`src/rtl/rs_complex.sv`:
```
// Two-entry reservation station feeding the complex execute pipe.
// Each slot holds a 114-bit packed instruction plus its ROB tag. Operands that
// are not yet ready carry their producer tag in the low TAG_W bits of the
// operand field. Those operands capture results from the two broadcast buses,
// both when the instruction is dispatched and while it waits in its slot.

// One reservation slot: holds an entry and captures operands from the buses.
module rs_complex_slot #(
    parameter int TAG_W   = 4,
    parameter int ENTRY_W = 114
) (
    input  logic               clk,
    input  logic               rst_n,
    input  logic               flush,
    input  logic               wr_en,
    input  logic [ENTRY_W-1:0] wr_inst,
    input  logic [TAG_W-1:0]   wr_rob,
    input  logic               issue,
    input  logic               cdb0_valid,
    input  logic [TAG_W-1:0]   cdb0_tag,
    input  logic [31:0]        cdb0_data,
    input  logic               cdb1_valid,
    input  logic [TAG_W-1:0]   cdb1_tag,
    input  logic [31:0]        cdb1_data,
    output logic               valid,
    output logic [ENTRY_W-1:0] entry,
    output logic [TAG_W-1:0]   rob_num
);

    logic [ENTRY_W-1:0] payload;
    logic [ENTRY_W-1:0] src;
    logic [ENTRY_W-1:0] woke;

    // Returns {ready, value}. A ready operand is never replaced.
    // When both buses match the same tag, cdb0 takes priority.
    function automatic logic [32:0] grab(input logic rdy, input logic [31:0] val,
                                         input logic c0v, input logic [TAG_W-1:0] c0t,
                                         input logic [31:0] c0d, input logic c1v,
                                         input logic [TAG_W-1:0] c1t, input logic [31:0] c1d);
        logic [32:0] r;
        r = {rdy, val};
        if (!rdy) begin
            if (c0v && c0t == val[TAG_W-1:0])      r = {1'b1, c0d};
            else if (c1v && c1t == val[TAG_W-1:0]) r = {1'b1, c1d};
        end
        return r;
    endfunction

    // Operand capture applies to an incoming dispatch or to the resident entry.
    always_comb begin
        src  = wr_en ? wr_inst : payload;
        woke = src;
        {woke[5], woke[37:6]}   = grab(src[5], src[37:6], cdb0_valid, cdb0_tag, cdb0_data,
                                       cdb1_valid, cdb1_tag, cdb1_data);
        {woke[38], woke[70:39]} = grab(src[38], src[70:39], cdb0_valid, cdb0_tag, cdb0_data,
                                       cdb1_valid, cdb1_tag, cdb1_data);
    end

    // Slot state. The priority order is flush, then dispatch write, then issue, then wakeup.
    always_ff @(posedge clk or negedge rst_n) begin
        if (!rst_n) begin
            valid   <= 1'b0;
            payload <= '0;
            rob_num <= '0;
        end else if (flush) begin
            valid <= 1'b0;
        end else if (wr_en) begin
            valid   <= 1'b1;
            payload <= woke;
            rob_num <= wr_rob;
        end else if (valid) begin
            if (issue) valid   <= 1'b0;
            else       payload <= woke;
        end
    end

    // A freed slot keeps its payload, but both operand-ready bits read 0.
    always_comb begin
        entry     = payload;
        entry[5]  = payload[5] & valid;
        entry[38] = payload[38] & valid;
    end

endmodule

// Top level: picks the dispatch slot, tracks the newer entry, fans out outputs.
module rs_complex #(
    parameter int TAG_W   = 4,
    parameter int ENTRY_W = 114
) (
    input  logic               clk,
    input  logic               rst_n,
    input  logic               flush,
    input  logic               disp_valid,
    input  logic [ENTRY_W-1:0] disp_inst,
    input  logic [TAG_W-1:0]   disp_rob_num,
    output logic               disp_ready,
    input  logic               cdb0_valid,
    input  logic [TAG_W-1:0]   cdb0_tag,
    input  logic [31:0]        cdb0_data,
    input  logic               cdb1_valid,
    input  logic [TAG_W-1:0]   cdb1_tag,
    input  logic [31:0]        cdb1_data,
    input  logic               complex_0_issue,
    input  logic               complex_1_issue,
    output logic [ENTRY_W-1:0] rs_complex_0,
    output logic [ENTRY_W-1:0] rs_complex_1,
    output logic [TAG_W-1:0]   rs_complex_0_entry_num,
    output logic [TAG_W-1:0]   rs_complex_1_entry_num,
    output logic               selector
);

    localparam int SLOTS = 2;

    logic [SLOTS-1:0]              valid;
    logic [SLOTS-1:0]              issue;
    logic [SLOTS-1:0]              wr_en;
    logic [SLOTS-1:0][ENTRY_W-1:0] entry;
    logic [SLOTS-1:0][TAG_W-1:0]   rob_num;
    logic                          accept;
    logic                          tgt;

    // An issue in the same cycle does not free space for a dispatch.
    assign disp_ready = ~valid[0] | ~valid[1];
    assign accept     = disp_valid & disp_ready & ~flush;
    assign tgt        = valid[0];
    assign issue      = {complex_1_issue, complex_0_issue};
    assign wr_en      = {accept & tgt, accept & ~tgt};

    for (genvar k = 0; k < SLOTS; k++) begin : g_slot
        rs_complex_slot #(.TAG_W(TAG_W), .ENTRY_W(ENTRY_W)) u_slot (
            .clk        (clk),
            .rst_n      (rst_n),
            .flush      (flush),
            .wr_en      (wr_en[k]),
            .wr_inst    (disp_inst),
            .wr_rob     (disp_rob_num),
            .issue      (issue[k]),
            .cdb0_valid (cdb0_valid),
            .cdb0_tag   (cdb0_tag),
            .cdb0_data  (cdb0_data),
            .cdb1_valid (cdb1_valid),
            .cdb1_tag   (cdb1_tag),
            .cdb1_data  (cdb1_data),
            .valid      (valid[k]),
            .entry      (entry[k]),
            .rob_num    (rob_num[k])
        );
    end

    // The selector follows the last dispatch. A flush returns it to slot 0.
    always_ff @(posedge clk or negedge rst_n) begin
        if (!rst_n)      selector <= 1'b0;
        else if (flush)  selector <= 1'b0;
        else if (accept) selector <= tgt;
    end

    assign rs_complex_0           = entry[0];
    assign rs_complex_1           = entry[1];
    assign rs_complex_0_entry_num = rob_num[0];
    assign rs_complex_1_entry_num = rob_num[1];

endmodule

```
`config.mk`:
```
export PLATFORM = sky130hd
export DESIGN_NAME = rs_complex
export DESIGN_NICKNAME = d
export VERILOG_FILES = /design/src/rtl/rs_complex.sv
export SDC_FILE = /design/constraint.sdc
export NUM_CORES = 1
export LEC_CHECK = 0
export BUFFER_PORTS_ARGS = -buffer_cell sky130_fd_sc_hd__buf_2
export CORE_MARGIN = 4
export CORE_UTILIZATION = 40
export CTS_CLUSTER_DIAMETER = 50
export DETAILED_ROUTE_END_ITERATION = 12
export PLACE_DENSITY = 0.69
export SYNTH_ARGS = -nofsm -noshare
export SYNTH_HDL_FRONTEND = slang
export SYNTH_SLANG_ARGS = --single-unit
export TNS_END_PERCENT = 100
```
`constraint.sdc`:
```
create_clock -name clk -period 4.8 [get_ports clk]
set_input_delay 0.48 -clock clk [delete_from_list [all_inputs] [get_ports clk]]
set_output_delay 0.48 -clock clk [all_outputs]
set_load 0.005 [all_outputs]
```
# ---- Word-level counts from Yosys, hierarchy flattened
# Cells that the tools add are included.
dict set report totals {
  regBits 239
  inputBits 198
  output_inout_bits 238
  elab_cells 74
}
dict set report op_classes {
  n_eq_ne 10
  muxes 30
  bitwise_logic 12
  n_reduce_logical 15
}
# operator n
set ops {}
lappend ops {{$mux W114} 8}
lappend ops {{$mux W33} 12}
lappend ops {{$eq A4 B4 Y1} 8}
lappend ops {{$mux W1} 10}
lappend ops {{$and A1 B1 Y1} 8}
lappend ops {{$logic_and A1 B1 Y1} 8}
lappend ops {{$reduce_and A3 Y1} 2}
lappend ops {{$reduce_bool A2 Y1} 3}
lappend ops {{$ne A2 B1 Y1 const B} 2}
lappend ops {{$reduce_and A2 Y1} 2}
lappend ops {{$not A1 Y1} 3}
lappend ops {{$or A1 B1 Y1} 1}

# ---- Logic depth before layout (Yosys ltp)
dict set report logic_depth {
  depth_word 14
  ltp_mapped 12
  depth_no_buf 7
}

# ---- By module
# Synthesis repeated with hierarchy kept, for this count alone.
dict set report hier_totals {
  cells_unflattened 1656
  area_unflattened_um2 17164.0
}
# mod n_inst cells_each area_each_um2 seq_area_each_um2
set modules_own_cells {}
lappend modules_own_cells {rs_complex_slot 2 824 8541.9 2977.9}
lappend modules_own_cells {rs_complex 1 8 80.1 25.0}

# ---- Worst setup path before layout
# No wires, ideal clock.
dict set report synth_path {
  path_kind {input to register}
  startpoint {in flush}
  endpoint {reg g_slot[0].u_slot.payload[12]}
  setup_ps 82
  arrival_time_ps 2590
  t_required_ps 4718
  path_slack_ps 2128
  path_stages 9
  n_path_buf 2
  cell_sequence {buf_2 -> or3b_4 -> buf_6 -> mux2i_1 -> xnor2_1 -> nand4_1 -> nor3b_1 -> a21oi_1 -> a31oi_1}
}
dict set report synth_via {
  elab_chain_len 12
  elab_cells_between_ends 17
  classes_between {eq/ne: 3; mux: 7; bitwise: 3; reduce/logical: 4}
}
# item line
set synth_lines {}
lappend synth_lines {{start, declared} 93} ;# input logic flush,
lappend synth_lines {{$not A1 Y1 (no line) (*)} --}
lappend synth_lines {{$and A1 B1 Y1} 125} ;# assign accept = disp_valid & disp_ready & ~flush;
lappend synth_lines {{$and A1 B1 Y1} 128} ;# assign wr_en = {accept & tgt, accept & ~tgt};
lappend synth_lines {{$mux W114} 51} ;# src = wr_en ? wr_inst : payload;
lappend synth_lines {{$eq A4 B4 Y1} 44} ;# else if (c1v && c1t == val[TAG_W-1:0]) r = {1'b1, c1d};
lappend synth_lines {{$logic_and A1 B1 Y1} 44}
lappend synth_lines {{$mux W33} 44}
lappend synth_lines {{$mux W33} 43} ;# if (c0v && c0t == val[TAG_W-1:0]) r = {1'b1, c0d};
lappend synth_lines {{$mux W33} 42} ;# if (!rdy) begin
lappend synth_lines {{$mux W114} 72} ;# if (issue) valid <= 1'b0;
lappend synth_lines {{$mux W114} 71} ;# end else if (valid) begin
lappend synth_lines {{$mux W114} 67} ;# end else if (wr_en) begin
lappend synth_lines {{end signal, assigned} 69} ;# payload <= woke;
lappend synth_lines {{end signal, assigned} 73} ;# else payload <= woke;
lappend synth_lines {{end, declared} 30} ;# logic [ENTRY_W-1:0] payload;
# Every way passes the cells marked *; elsewhere a longest branch is shown, timed or not. The select of a mux whose other input is x is not followed.
# A chain may end at the register's enable or synchronous reset.

# ---- Final worst setup path
dict set report layout_path {
  startpoint {reg g_slot[0].u_slot.valid}
  endpoint {reg g_slot[1].u_slot.payload[59]}
}
dict set report layout_via {
  elab_chain_len 14
  elab_cells_between_ends 19
  classes_between {eq/ne: 3; mux: 7; bitwise: 5; reduce/logical: 4}
}
# item line
set layout_lines {}
lappend layout_lines {{start, declared} 25} ;# output logic valid,
lappend layout_lines {{start signal, assigned} 62} ;# valid <= 1'b0;
lappend layout_lines {{start signal, assigned} 66} ;# valid <= 1'b0;
lappend layout_lines {{start signal, assigned} 68} ;# valid <= 1'b1;
lappend layout_lines {{$not A1 Y1} 124} ;# assign disp_ready = ~valid[0] | ~valid[1];
lappend layout_lines {{$or A1 B1 Y1} 124}
lappend layout_lines {{$and A1 B1 Y1 (2 in a row)} 125}
lappend layout_lines {{$and A1 B1 Y1 (*)} 128}
lappend layout_lines {{$mux W114} 51}
lappend layout_lines {{$eq A4 B4 Y1} 44}
lappend layout_lines {{$logic_and A1 B1 Y1} 44}
lappend layout_lines {{$mux W33} 44}
lappend layout_lines {{$mux W33} 43}
lappend layout_lines {{$mux W33} 42}
lappend layout_lines {{$mux W114} 72}
lappend layout_lines {{$mux W114} 71}
lappend layout_lines {{$mux W114} 67}
lappend layout_lines {{end signal, assigned} 69}
lappend layout_lines {{end signal, assigned} 73}
lappend layout_lines {{end, declared} 30}
# Marks and branches as above.

==> impl_metrics.json <==
{
  "status": "finished with violations",
  "nNetsFinal": 2196,
  "worst-path-max-fanout": 23,
  "antenna_found_initial": 8,
  "r2r_end": "g_slot[1].u_slot.payload[59]$_DFFE_PN0P_",
  "layout_commonest_cell": "nand2_1",
  "cts-buffers-inserted": 36,
  "finalSetupTns_ns": 0,
  "max_slew_margin": 0.3183,
  "worstPathRequired_ns": 5.23,
  "wl_per_cell_um": 23.49,
  "ys_seq_area_frac": 0.3965,
  "gp_congestion": 0.9431,
  "ys_types": 56,
  "postCtsSetupBuffers": 0,
  "final_core_util": 0.4659,
  "slew_viol_final": 0,
  "dr.pass1.iters": 6,
  "crit_path_end_kind": "flop",
  "initial_utilization": 0.4091,
  "vias_per_cell": 5.939,
  "synth_edf_count": 0,
  "crit_chain": "nor4bb_4, mux2_2, xnor2_1, nand4_1, nor3_2, buf_4, a222oi_1, o21ai_0",
  "syn_nets": 2061,
  "first_iter_violations": 1412,
  "start_kind": "flop",
  "max_freq_mhz": 283.9,
  "tightest_slew_ns": 1.023,
  "violations": "negative hold slack",
  "met2_usage": 0.4551,
  "cts_resized": 0,
  "r2r_slack_ns": 1.28,
  "synth-async-reset-ratio": 1.000,
  "placed_cells": 2464,
  "top_level_ports": 436,
  "grt.busiest_layer": "met2",
  "reg2reg_from": "g_slot[0].u_slot.valid$_DFF_PN0_",
  "ant_nets": 0,
  "grtUsageMet3": 0.07845,
  "overflow": 0,
  "grt_pass1_wl_um": 89590,
  "dieArea_sq_um": 40880,
  "hold-worst-slack_ns": -0.01741,
  "crit_type": "reg2reg",
  "grt_usage": 0.2759,
  "rr_worst_depth": 8,
  "vias": 15030,
  "p_leak_uw": 0.008611,
  "ctsHtreeMaxLevel": 2,
  "worst_path_largest_cell_delay_ns": 0.70,
  "core_area_sq_um": 36870,
  "cts.clk_slew.worst_paths_ns": 0.05,
  "powerDensity_nw_per_um2": 523.2,
  "grt_pass1_vias": 15040,
  "hold_violations": 3,
  "synthFlopType": "dfrtp_1",
  "rsz0062_at_grt": "false",
  "layout_common_cells": "624 x nand2_1, 434 x buf_2, 239 x dfrtp_1, 101 x o21ai_0, 59 x a222oi_1",
  "wirelength_um": 59450,
  "synth_area_per_cell_sq_um": 8.096,
  "syn_inst": 1863,
  "cp_num_buf_inv": 1,
  "io_buffers": 435,
  "clock-root-buffer": "clkbuf_16",
  "globalRouteMet1Util": 0.3422,
  "ys_warn_count": 0,
  "vdd_drop_max_mv": 0.2500,
  "path_delay_family": "simple AND/OR/NAND/NOR gates",
  "ys_seq_elements": 239,
  "cts.hold.buffers_added": 0,
  "synthToLayoutAreaGrowth_pct": 13.89,
  "min_path_type": "in2async",
  "cp.arrival_ns": 3.96,
  "route.detailed.drc": 0,
  "chipHeight_um": 202.2,
  "drive_above_1_share": 0.2737,
  "grt_max_degree": 115,
  "final_cells": 2531,
  "period_minus_slack_ns": 3.522,
  "skew_ns": 0.01676,
  "clk_latency_ns": 0.52,
  "clockBufferDepth": 3,
  "min_period_over_period": 0.7338,
  "crit_path_top_delay_cell": "nor4bb_4",
  "cts_num_sinks": 239,
  "rows": 70,
  "setup_viol": 0,
  "hpwl_um": 40980,
  "syn_area_sq_um": 15080,
  "max-cap-violations": 0,
  "dieWidth_um": 202.2,
  "cts_tree": "built"
}
how the worst max path moves through the flow:
stage / startpoint / endpoint / cells past startpoint
after floorplan: flush / g_slot[0].u_slot.payload[12]$_DFFE_PN0P_ / 9
after global placement: flush / g_slot[1].u_slot.payload[53]$_DFFE_PN0P_ / 9
after detailed placement: disp_valid / g_slot[1].u_slot.payload[43]$_DFFE_PN0P_ / 9
after CTS: g_slot[0].u_slot.valid$_DFF_PN0_ / g_slot[1].u_slot.payload[41]$_DFFE_PN0P_ / 8
after global routing: g_slot[0].u_slot.valid$_DFF_PN0_ / g_slot[1].u_slot.payload[60]$_DFFE_PN0P_ / 8
final: g_slot[0].u_slot.valid$_DFF_PN0_ / g_slot[1].u_slot.payload[59]$_DFFE_PN0P_ / 8
synth_stat cells, types with 13 or more instances:
| library cell | instances | share of area |
|---|---|---|
| a21oi_1 | 18 | 0.0060 |
| a221o_1 | 38 | 0.025 |
| a222oi_1 | 59 | 0.039 |
| a22o_1 | 37 | 0.021 |
| a31oi_1 | 40 | 0.017 |
| buf_1 | 17 | 0.0042 |
| buf_2 | 27 | 0.0090 |
| buf_4 | 228 | 0.11 |
| clkbuf_1 | 93 | 0.023 |
| dfrtp_1 | 239 | 0.40 |
| mux2i_1 | 30 | 0.020 |
| nand2_1 | 625 | 0.16 |
| nand2b_1 | 13 | 0.0054 |
| nand3_1 | 57 | 0.019 |
| nor2_1 | 55 | 0.014 |
| o2111ai_1 | 32 | 0.019 |
| o211ai_1 | 28 | 0.014 |
| o21ai_0 | 101 | 0.034 |
| o221ai_1 | 30 | 0.017 |
| xnor2_1 | 18 | 0.010 |
layer usage:
metal | vias to the layer above | wire, um
met4 | 12 | 2248
li1 | 6577 | -
met5 | - | 80
met3 | 197 | 6958
met1 | 7232 | 22500
met2 | 1014 | 27660
power by group:
| part | switching (uW) | leakage (uW) | internal [uW] |
|---|---|---|---|
| sequential | 630 | 0.00291 | 2670 |
| clock | 1040 | 0.000578 | 1540 |
| combinational | 1680 | 0.00512 | 1430 |
| total | 3340 | 0.00861 | 5640 |
flip-flops by register name (all words and copies together) (netlist names):
register / flops
g_slot.u_slot.rob_num: 8
selector: 1
g_slot.u_slot.valid: 2
g_slot.u_slot.payload: 228
cell families after synthesis:
logic type,Yosys count,share of synthesized area
multiplexers,33,0.02240
AND/OR/NAND/NOR,790,0.2130
flip-flops,239,0.3965
XOR/XNOR,21,0.01219
AO/OA/AOI/OAI,401,0.2016
buffers and inverters,379,0.1543
layout make-up:
| type | instances | area, sq um |
|---|---|---|
| tap | 504 | 630.6 |
| clock inverter | 21 | 175.2 |
| multi-input combinational | 1245 | 6922 |
| sequential | 239 | 5981 |
| fill | 3632 | 19690 |
| antenna | 3 | 7.507 |
| inverter | 12 | 45.04 |
| timing repair buffer | 464 | 2430 |
| clock buffer | 43 | 988.4 |
stage by stage:
stage | power (uW) | cell area (sq um) | setup slack, ns | hold slack, ns
finish | 8988 | 17180 | 1.278 | -0.01741
global placement | 6296 | 16010 | 1.303 | 0.4512
detailed placement | 6396 | 16010 | 1.212 | 0.4562
CTS | 9016 | 17170 | 1.356 | 0.06819
global route | 9558 | 17170 | 1.016 | 0.07975
floorplan | 5707 | 15080 | 2.128 | 0.1844
Power figures use the tool's default switching activity.
